**config.mk**
```make
export PLATFORM = sky130hd
export DESIGN_NAME = spi_flash_boot_loader_flat
export DESIGN_NICKNAME = d
export VERILOG_FILES = /design/src/rtl/spi_flash_boot_loader_if.sv /design/src/rtl/spi_flash_boot_loader.sv /design/src/flat_wrapper.sv
export SDC_FILE = /design/constraint.sdc
export NUM_CORES = 1
export LEC_CHECK = 0
export CORE_UTILIZATION = 50
export CTS_BUF_LIST = sky130_fd_sc_hd__clkbuf_16
export CTS_CLUSTER_DIAMETER = 200
export DETAILED_ROUTE_END_ITERATION = 6
export DONT_BUFFER_PORTS = 1
export PLACE_DENSITY = 0.68
export SETUP_SLACK_MARGIN = 0.2
export SYNTH_ARGS = -nofsm -noshare
export SYNTH_HDL_FRONTEND = slang
export SYNTH_SLANG_ARGS = --single-unit
```
**constraint.sdc**
```tcl
create_clock -name clk -period 2.1 [get_ports clk]
set_clock_uncertainty 0.2 [all_clocks]
set_input_delay 0.42 -clock clk [delete_from_list [all_inputs] [get_ports clk]]
set_output_delay 0.42 -clock clk [all_outputs]
set_load 0.005 [all_outputs]
```
**src/rtl/spi_flash_boot_loader_if.sv**
```systemverilog
// SPI flash pins and instruction-memory write port of the boot loader.
// The loader drives the master modport; the flash and memory sit on the slave side.
interface spi_flash_boot_loader_if #(
    parameter int unsigned DATA_W  = 32,
    parameter int unsigned IMEM_AW = 10
);
    logic               miso;
    logic               mosi;
    logic               sclk;
    logic               cs_n;
    logic               wr_en;
    logic [IMEM_AW-1:0] wr_addr;
    logic [DATA_W-1:0]  wr_data;

    modport master (
        input  miso,
        output mosi, sclk, cs_n, wr_en, wr_addr, wr_data
    );

    modport slave (
        output miso,
        input  mosi, sclk, cs_n, wr_en, wr_addr, wr_data
    );
endinterface

```
**src/rtl/spi_flash_boot_loader.sv**
```systemverilog
// Boot loader: READ (0x03) + address to an SPI flash, streams words into instruction memory.
// Optional trailing checksum word check is enabled by defining FLASH_CHECKSUM_EN.
module spi_flash_boot_loader #(
    parameter int unsigned       DATA_W     = 32,
    parameter int unsigned       IMEM_AW    = 10,
    parameter int unsigned       MAX_WORDS  = 1024,
    parameter logic [23:0]       START_ADDR = 24'h000000,
    parameter int unsigned       SCLK_DIV   = 1,
    parameter logic [DATA_W-1:0] END_MARKER = {DATA_W{1'b1}}
) (
    input  logic                    clk,
    input  logic                    reset,
    input  logic                    start,
    spi_flash_boot_loader_if.master bus,
    output logic [IMEM_AW:0]        word_count,
    output logic                    busy,
    output logic                    prg_mode,
    output logic                    overflow,
    output logic                    csum_err
);

    localparam int unsigned      DivW      = (SCLK_DIV > 1) ? $clog2(SCLK_DIV) : 1;
    localparam int unsigned      CntW      = 7;
    localparam logic [DivW-1:0]  DivLast   = DivW'(SCLK_DIV - 1);
    localparam logic [CntW-1:0]  CmdLast   = CntW'(31);
    localparam logic [CntW-1:0]  DataLast  = CntW'(DATA_W - 1);
    localparam logic [IMEM_AW:0] WordLimit = (IMEM_AW + 1)'(MAX_WORDS);

    typedef enum logic [2:0] {
        StIdle,
        StCmd,
        StData,
        StWrite,
`ifdef FLASH_CHECKSUM_EN
        StCsum,
`endif
        StDone
    } state_e;

    state_e             state_q, state_d;
    logic [DivW-1:0]    div_q, div_d;
    logic               sclk_q, sclk_d;
    logic               cs_n_q, cs_n_d;
    logic [31:0]        cmd_q, cmd_d;
    logic [CntW-1:0]    bit_q, bit_d;
    logic [DATA_W-1:0]  shift_q, shift_d;
    logic               vld_q, vld_d;
    logic               wr_en_q, wr_en_d;
    logic [IMEM_AW-1:0] wr_addr_q, wr_addr_d;
    logic [DATA_W-1:0]  wr_data_q, wr_data_d;
    logic [IMEM_AW:0]   count_q, count_d;
    logic               ovf_q, ovf_d;
`ifdef FLASH_CHECKSUM_EN
    logic               cerr_q, cerr_d;
    logic [DATA_W-1:0]  sum_q, sum_d;
`endif

    logic             running;
    logic             tick;
    logic             sclk_rise;
    logic             sclk_fall;
    logic             start_load;
    logic [IMEM_AW:0] count_inc;

    always_comb begin
        state_d    = state_q;
        div_d      = div_q;
        sclk_d     = sclk_q;
        cs_n_d     = cs_n_q;
        cmd_d      = cmd_q;
        bit_d      = bit_q;
        shift_d    = shift_q;
        vld_d      = 1'b0;
        wr_en_d    = 1'b0;
        wr_addr_d  = wr_addr_q;
        wr_data_d  = wr_data_q;
        count_d    = count_q;
        ovf_d      = ovf_q;
`ifdef FLASH_CHECKSUM_EN
        cerr_d     = cerr_q;
        sum_d      = sum_q;
`endif
        start_load = 1'b0;
        count_inc  = count_q + 1'b1;
        running    = (state_q != StIdle) && (state_q != StDone);
        tick       = (div_q == DivLast);
        sclk_rise  = running && tick && !sclk_q;
        sclk_fall  = running && tick && sclk_q;

        if (running) begin
            div_d = tick ? '0 : div_q + 1'b1;
            if (tick) sclk_d = ~sclk_q;
        end

        // Data sampling runs independently of the FSM so sclk never pauses for writes.
        if (sclk_rise && (state_q != StCmd)) begin
            shift_d = {shift_q[DATA_W-2:0], bus.miso};
            if (bit_q == DataLast) begin
                bit_d = '0;
                vld_d = 1'b1;
            end else begin
                bit_d = bit_q + 1'b1;
            end
        end

        case (state_q)
            StIdle: start_load = 1'b1;
            StCmd: begin
                if (sclk_fall) begin
                    cmd_d = {cmd_q[30:0], 1'b0};
                    if (bit_q == CmdLast) begin
                        bit_d   = '0;
                        state_d = StData;
                    end else begin
                        bit_d = bit_q + 1'b1;
                    end
                end
            end
            StData: begin
                if (vld_q) begin
                    if (shift_q == END_MARKER) begin
`ifdef FLASH_CHECKSUM_EN
                        state_d = StCsum;
`else
                        state_d = StDone;
`endif
                    end else begin
                        state_d   = StWrite;
                        wr_en_d   = 1'b1;
                        wr_addr_d = count_q[IMEM_AW-1:0];
                        wr_data_d = shift_q;
                    end
                end
            end
            StWrite: begin
                count_d = count_inc;
`ifdef FLASH_CHECKSUM_EN
                sum_d   = sum_q + wr_data_q;
`endif
                if (count_inc == WordLimit) begin
                    ovf_d   = 1'b1;
                    state_d = StDone;
                end else begin
                    state_d = StData;
                end
            end
`ifdef FLASH_CHECKSUM_EN
            StCsum: begin
                if (vld_q) begin
                    cerr_d  = (shift_q != sum_q);
                    state_d = StDone;
                end
            end
`endif
            StDone: begin
                if (start) begin
                    start_load = 1'b1;
                    count_d    = '0;
                    ovf_d      = 1'b0;
`ifdef FLASH_CHECKSUM_EN
                    cerr_d     = 1'b0;
`endif
                end
            end
            default: state_d = StIdle;
        endcase

        if (start_load) begin
            state_d = StCmd;
            cs_n_d  = 1'b0;
            sclk_d  = 1'b0;
            div_d   = '0;
            bit_d   = '0;
            shift_d = '0;
            cmd_d   = {8'h03, START_ADDR};
`ifdef FLASH_CHECKSUM_EN
            sum_d   = '0;
`endif
        end

        // Deselecting the flash always parks the clock low.
        if (state_d == StDone) begin
            cs_n_d = 1'b1;
            sclk_d = 1'b0;
            div_d  = '0;
        end
    end

    always_ff @(posedge clk or negedge reset) begin
        if (!reset) begin
            state_q   <= StIdle;
            div_q     <= '0;
            sclk_q    <= 1'b0;
            cs_n_q    <= 1'b1;
            cmd_q     <= '0;
            bit_q     <= '0;
            shift_q   <= '0;
            vld_q     <= 1'b0;
            wr_en_q   <= 1'b0;
            wr_addr_q <= '0;
            wr_data_q <= '0;
            count_q   <= '0;
            ovf_q     <= 1'b0;
`ifdef FLASH_CHECKSUM_EN
            cerr_q    <= 1'b0;
            sum_q     <= '0;
`endif
        end else begin
            state_q   <= state_d;
            div_q     <= div_d;
            sclk_q    <= sclk_d;
            cs_n_q    <= cs_n_d;
            cmd_q     <= cmd_d;
            bit_q     <= bit_d;
            shift_q   <= shift_d;
            vld_q     <= vld_d;
            wr_en_q   <= wr_en_d;
            wr_addr_q <= wr_addr_d;
            wr_data_q <= wr_data_d;
            count_q   <= count_d;
            ovf_q     <= ovf_d;
`ifdef FLASH_CHECKSUM_EN
            cerr_q    <= cerr_d;
            sum_q     <= sum_d;
`endif
        end
    end

    assign bus.mosi    = cmd_q[31];
    assign bus.sclk    = sclk_q;
    assign bus.cs_n    = cs_n_q;
    assign bus.wr_en   = wr_en_q;
    assign bus.wr_addr = wr_addr_q;
    assign bus.wr_data = wr_data_q;
    assign word_count  = count_q;
    assign busy        = running;
    assign prg_mode    = (state_q == StDone);
    assign overflow    = ovf_q;
`ifdef FLASH_CHECKSUM_EN
    assign csum_err    = cerr_q;
`else
    assign csum_err    = 1'b0;
`endif

endmodule

```
**src/flat_wrapper.sv**
```systemverilog
// flat-port wrapper written by rule: the top's interface ports become plain ports
module spi_flash_boot_loader_flat 
#(
    parameter int unsigned       DATA_W     = 32,
    parameter int unsigned       IMEM_AW    = 10,
    parameter int unsigned       MAX_WORDS  = 1024,
    parameter logic [23:0]       START_ADDR = 24'h000000,
    parameter int unsigned       SCLK_DIV   = 1,
    parameter logic [DATA_W-1:0] END_MARKER = {DATA_W{1'b1}}
)
  (clk, reset, start, word_count, busy, prg_mode, overflow, csum_err, bus_miso, bus_mosi, bus_sclk, bus_cs_n, bus_wr_en, bus_wr_addr, bus_wr_data);
  spi_flash_boot_loader_if #(.DATA_W(DATA_W), .IMEM_AW(IMEM_AW)) bus_i ();
  input  logic clk;
  input  logic reset;
  input  logic start;
  output logic [IMEM_AW:0] word_count;
  output logic busy;
  output logic prg_mode;
  output logic overflow;
  output logic csum_err;
  input wire logic [$bits(bus_i.miso)-1:0] bus_miso;
  output wire logic [$bits(bus_i.mosi)-1:0] bus_mosi;
  output wire logic [$bits(bus_i.sclk)-1:0] bus_sclk;
  output wire logic [$bits(bus_i.cs_n)-1:0] bus_cs_n;
  output wire logic [$bits(bus_i.wr_en)-1:0] bus_wr_en;
  output wire logic [$bits(bus_i.wr_addr)-1:0] bus_wr_addr;
  output wire logic [$bits(bus_i.wr_data)-1:0] bus_wr_data;
  assign bus_i.miso = bus_miso;
  assign bus_mosi = bus_i.mosi;
  assign bus_sclk = bus_i.sclk;
  assign bus_cs_n = bus_i.cs_n;
  assign bus_wr_en = bus_i.wr_en;
  assign bus_wr_addr = bus_i.wr_addr;
  assign bus_wr_data = bus_i.wr_data;
  spi_flash_boot_loader #(.DATA_W(DATA_W), .IMEM_AW(IMEM_AW), .MAX_WORDS(MAX_WORDS), .START_ADDR(START_ADDR), .SCLK_DIV(SCLK_DIV), .END_MARKER(END_MARKER)) u_core (.clk(clk), .reset(reset), .start(start), .bus(bus_i), .word_count(word_count), .busy(busy), .prg_mode(prg_mode), .overflow(overflow), .csum_err(csum_err));
endmodule
```
Word level (Yosys, flattened, before mapping)
Index checks and enable logic that the tools add are counted.
{"block": "classes", "add_sub_neg": 3, "n_reduce_logical": 20, "muxes": 39, "n_bitwise": 3, "n_eq_ne": 13}
{"operator": "$mux 32", "count": 5}
{"operator": "$mux 7", "count": 5}
{"operator": "$eq 32x32->1 const B", "count": 1}
{"operator": "$pmux 11 s2", "count": 1}
{"operator": "$mux 1", "count": 18}
{"operator": "$mux 3", "count": 6}
{"operator": "$pmux 3 s4", "count": 1}
{"operator": "$add 11x1->11 const B", "count": 1}
{"operator": "$eq 11x11->1 const B", "count": 1}
{"operator": "$mux 11", "count": 1}
{"operator": "$reduce_bool 2->1", "count": 5}
{"operator": "$add 7x1->7 const B", "count": 1}
{"operator": "$eq 7x5->1 const B", "count": 1}
{"operator": "$eq 3x2->1 const B", "count": 2}
{"operator": "$eq 3x3->1 const B", "count": 2}
{"operator": "$ne 3x3->1 const B", "count": 2}
{"operator": "$reduce_and 2->1", "count": 3}
{"operator": "$reduce_and 3->1", "count": 2}
{"operator": "$reduce_bool 3->1", "count": 2}
{"operator": "$logic_and 1x1->1", "count": 5}
{"operator": "$pmux 1 s2", "count": 2}
{"operator": "$eq 3x1->1 const B", "count": 1}
{"operator": "$logic_not 3->1", "count": 1}
{"operator": "$ne 3x1->1 const B", "count": 1}
{"operator": "other kinds (6)", "count": 8}
{"block": "totals", "ff_bits": 133, "out_inout_bits": 61}

Logic depth before layout (Yosys ltp)
Gate-level depths: netlist of run 1.
{"block": "logic_depth", "depth_word": 10, "mapped_depth": 8, "depth_no_buf": 6}

Worst setup path after synthesis of run 1
No wires, ideal clock.
{"block": "synth_timing", "kind": "flip-flop to flip-flop", "start": "register u_core.count_q[0] (netlist: u_core.word_count[0])", "end": "register u_core.sclk_q (netlist: u_core.bus.sclk)", "stages_incl_launch_ff": 7, "slack_ns": -0.160, "path_buffers": 0, "t_arrival_ns": 1.940, "setup_ns": 0.120, "period_less_slack_ns": 2.260, "cell_sequence": "dfrtp_1 -> ha_1 -> nand4_1 -> or4b_4 -> a2111oi_4 -> nand3_2 -> and4_1"}
{"block": "synth_between", "elab_chain_len": 8, "elab_cells_between_ends": 10, "cone_classes": "add/sub: 1; eq/ne: 3; mux: 4; reduce/logical: 2"}
{"item": "start: declaration", "line": "spi_flash_boot_loader.sv:51", "source": "logic [IMEM_AW:0] count_q, count_d;"}
{"item": "start signal: assignment", "line": "spi_flash_boot_loader.sv:220", "source": "count_q <= count_d;"}
{"item": "$add 11x1->11 *", "line": "spi_flash_boot_loader.sv:84", "source": "count_inc = count_q + 1'b1;"}
{"item": "$eq 11x11->1 *", "line": "spi_flash_boot_loader.sv:140", "source": "if (count_inc == WordLimit) begin"}
{"item": "$mux 3 *", "line": "spi_flash_boot_loader.sv:140"}
{"item": "$pmux 3 s4 *", "line": "spi_flash_boot_loader.sv:106", "source": "case (state_q)"}
{"item": "$mux 3 *", "line": "spi_flash_boot_loader.sv:168", "source": "if (start_load) begin"}
{"item": "$eq 3x3->1 *", "line": "spi_flash_boot_loader.sv:182", "source": "if (state_d == StDone) begin"}
{"item": "$ne 3x3->1 (no line) or $reduce_bool 3->1 (tied branches)"}
{"item": "$reduce_and 2->1 (no line)"}
{"item": "end signal: assignment", "line": "spi_flash_boot_loader.sv:211", "source": "sclk_q <= sclk_d;"}
{"item": "end: declaration", "line": "spi_flash_boot_loader.sv:42", "source": "logic sclk_q, sclk_d;"}
Every way passes the cells marked *; elsewhere a longest branch is shown, timed or not.
A chain may end at the register's enable or synchronous reset.

Final worst setup path of run 1
{"block": "layout_timing", "start": "register u_core.count_q[1] (netlist: u_core.word_count[1])", "end": "register u_core.sclk_q (netlist: u_core.bus.sclk)"}
Same word-level chain as after synthesis.

==> results of run 1 <==
through the flow:
stage | std cells | hold slack, ns
after floorplan | 434 | -0.0756
after detailed placement | 542 | -0.0735
final | 584 | -0.430
after global placement | 542 | -0.0732
after global routing | 584 | -0.453
after CTS | 580 | -0.444
timing repair:
item	4_1_cts	5_1_grt
endpoints found under the setup margin	60	62
endpoints found under the hold margin	108	108
setup buffers	17	4
gates resized for setup	58	12
gates cloned	5	0
pin swaps	4	3
cells by family after synthesis:
logic type	synth area share (%)
AND/OR/NAND/NOR	15.5
other	0.0815
flip-flops	58.7
buffers and inverters	3.13
multiplexers	10.3
AO/OA/AOI/OAI	9.65
XOR/XNOR	2.09
adder cells (fa/ha/maj)	0.544
worst max-delay path by stage:
stage | from | end | slack (ns) | cells past startpoint
final | u_core.word_count[1] | u_core.bus.sclk | -0.10 | 6
after global routing | u_core.word_count[1] | u_core.bus.sclk | -0.19 | 6
after CTS | u_core.word_count[1] | u_core.bus.sclk | -0.10 | 6
after detailed placement | u_core.word_count[1] | u_core.bus.sclk | -0.1 | 6
after global placement | u_core.shift_q[11] | u_core.bus.wr_data[5] | -0.02 | 6
after floorplan | u_core.word_count[0] | u_core.bus.sclk | -0.15 | 6
cells in the final DEF (no fill, tap or decap), drive strengths merged, types with 3 or more instances in the layout:
cell,count
dfrtp,107
nand2,94
buf,52
a21oi,44
mux2,42
nor2,18
o21ai,18
nand4,16
inv,13
nand3,12
clkbuf,9
xor2,6
xnor2,5
and3,4
a31oi,4
o211ai,3
o22ai,3
and2,3
power by group through the flow:
stage	Sequential [W]	Clock, W	Combinational, W
after floorplan	0.00212	0	0.00000249
after global placement	0.00212	0	0.00000144
after detailed placement	0.00212	0	0.00000141
after CTS	0.00208	0.00169	0.00000144
after global routing	0.00208	0.00176	0.00000164
final	0.00208	0.00164	0.00000156
per-layer routing:
layer	wire length [um]	up-vias
met5	0	-
met4	95	0
met3	566	8
met2	5090	94
met1	4610	1692
li1	-	1569
registers in the layout (all words and copies together) (netlist names), 3 cells and up:
name,count
u_core.bus.wr_data,32
u_core.bus.wr_addr,10
u_core.state_q,3
u_core.cmd_q,8
u_core.word_count,11
u_core.bit_q,7
u_core.shift_q,32
layout make-up:
| type | instances | area [um^2] | share of cell area (%) |
|---|---|---|---|
| repair buffers | 52 | 579 | 10.1 |
| flip-flops and latches | 108 | 2710 | 47.1 |
| inverters | 9 | 33.8 | 0.589 |
| clock inverters | 7 | 66.3 | 1.16 |
| multi-input cells | 291 | 1990 | 34.7 |
| clock buffers | 9 | 225 | 3.92 |
| well taps | 108 | 135 | 2.36 |
==> results_dict.tcl, run 1 <==
set metrics [dict create \
    fp.dieW_um 98.0 \
    overflow 0 \
    grt-busiest-layer "met2" \
    pre_cts_ws_ns -0.0979 \
    r2r_setup_slack_ns -0.10 \
    n_antenna_cell 0 \
    nNetsFinal 477 \
    die_y_um 98.0 \
    synth_top_area_share_pct 58.2 \
    die_area_um2 9590 \
    synth_largest_area_cell "dfrtp_1" \
    r2r-end "u_core.bus.sclk" \
    start_kind "flip-flop" \
    numCtsBuffers 9 \
    final_area_um2 5740 \
    first_pass_iters 6 \
    slew_viol_final 0 \
    grt_max_degree 109 \
    cap_violations 0 \
    crit_required_ns 2.13 \
    power_leakage_nw 2.76 \
    clockRootBuffer "clkbuf_16" \
    dp_hpwl_um 5910 \
    syn_to_final_growth_pct 24.7 \
    fmax_ghz 0.455 \
    total_power_w 0.00372 \
    crit_type "reg2reg" \
    p_int_w 0.00291 \
    layout-drive-gt1-share_pct 27.9 \
    vias_per_cell 5.76 \
    synthFlopType "dfrtp_1" \
    wire_per_inst_um 17.7 \
    synth_edf_count 0 \
    crit_chain "ha_2, nand4_1, or4b_4, a2111oi_4, nand3_2, and4_1" \
    grt_pass1_vias 3358 \
    period_share_pct 105 \
    r2r_start "u_core.word_count[1]" \
    start_util_pct 52.3 \
    ir_drop_mv 0.344 \
    end_kind "flip-flop" \
    n_fill_cell 637 \
    io_pins 65 \
    syn_inst 434 \
    fin_util_pct 65.2 \
    synth_seq_cells 108 \
    rows 34 \
    max_stage_delay_ns 0.51 \
    antenna_left 0 \
    grt_pass1_wl_um 17600 \
    worst_slack_ns -0.100 \
    yosys-top-cells-count "dfrtp_1 (107), nand2_1 (94), a21oi_1 (44)" \
    use_met2_pct 37.3 \
    portBuffers 0 \
    synth.distinct_cells 42 \
    wl_um 10400 \
    critical_path_arrival_ns 2.23 \
    core_area_um2 8810 \
    cts_max_level 3 \
    grt.total_usage_pct 23.3 \
    power_density_nw_per_um2 649 \
    timing.hold.ws_ns -0.430 \
    syn_area_per_cell_um2 10.6 \
    cts_tree "built" \
    critical-path-top-delay-family "simple AND/OR/NAND/NOR gates" \
    path_clk_slew_ns 0.07 \
    final_hold_viol_count 108 \
    use_met3_pct 5.30 \
    syn-num-nets 440 \
    netSwitchingPower_w 0.000807 \
    via_count 3363 \
    sequentialPowerShare_pct 55.8 \
    crit_buf_inv 0 \
    async_flop_share_pct 100 \
    yosysWarnings 0 \
    antenna_found_initial 0 \
    crit_slowest_cell "or4b_4" \
    netSwitchingFraction_pct 21.7 \
    fin_crit_ns 2.20 \
    drt_iter0_markers 202 \
    placed_area_um2 4890 \
    clock_sinks 108 \
    p_clk_share_pct 44.1 \
    cts_max_path_buffers 2 \
    p_comb_share_pct 0 \
    synth_area_um2 4600 \
    violations "DRC, hold timing, setup timing" \
    drcViolationCount 3 \
    gp_congestion 0.797 \
    use_met1_pct 31.6 \
    fin_setup_tns_ns -0.762 \
    reg2reg_depth 6 \
    status "finished, violations left" \
    ys_seq_area_share_pct 58.7 \
    synth_area_leaders "dfrtp_1 (58%), mux2_2 (8.3%), nand2_1 (7.7%)" \
    finalSetupViolCount 27 \
    hold_class "in2async" \
    grt_setup_unrepaired "yes" \
    yosysMostFrequentCell "dfrtp_1" \
    insertion_delay_ns 0.34 \
    crit_fanout 3 \
]
Note: power is estimated with default switching activity, not from simulation.
==> inputs of run 2 (changes only) <==
--- a/config.mk
+++ b/config.mk
@@ -7,7 +7,6 @@
 export LEC_CHECK = 0
 export CORE_UTILIZATION = 50
 export CTS_BUF_LIST = sky130_fd_sc_hd__clkbuf_16
-export CTS_CLUSTER_DIAMETER = 200
 export DETAILED_ROUTE_END_ITERATION = 6
 export DONT_BUFFER_PORTS = 1
 export PLACE_DENSITY = 0.68
==> results of run 2 <==
The final DEF is identical to that of run 1; final timing and power are the same.
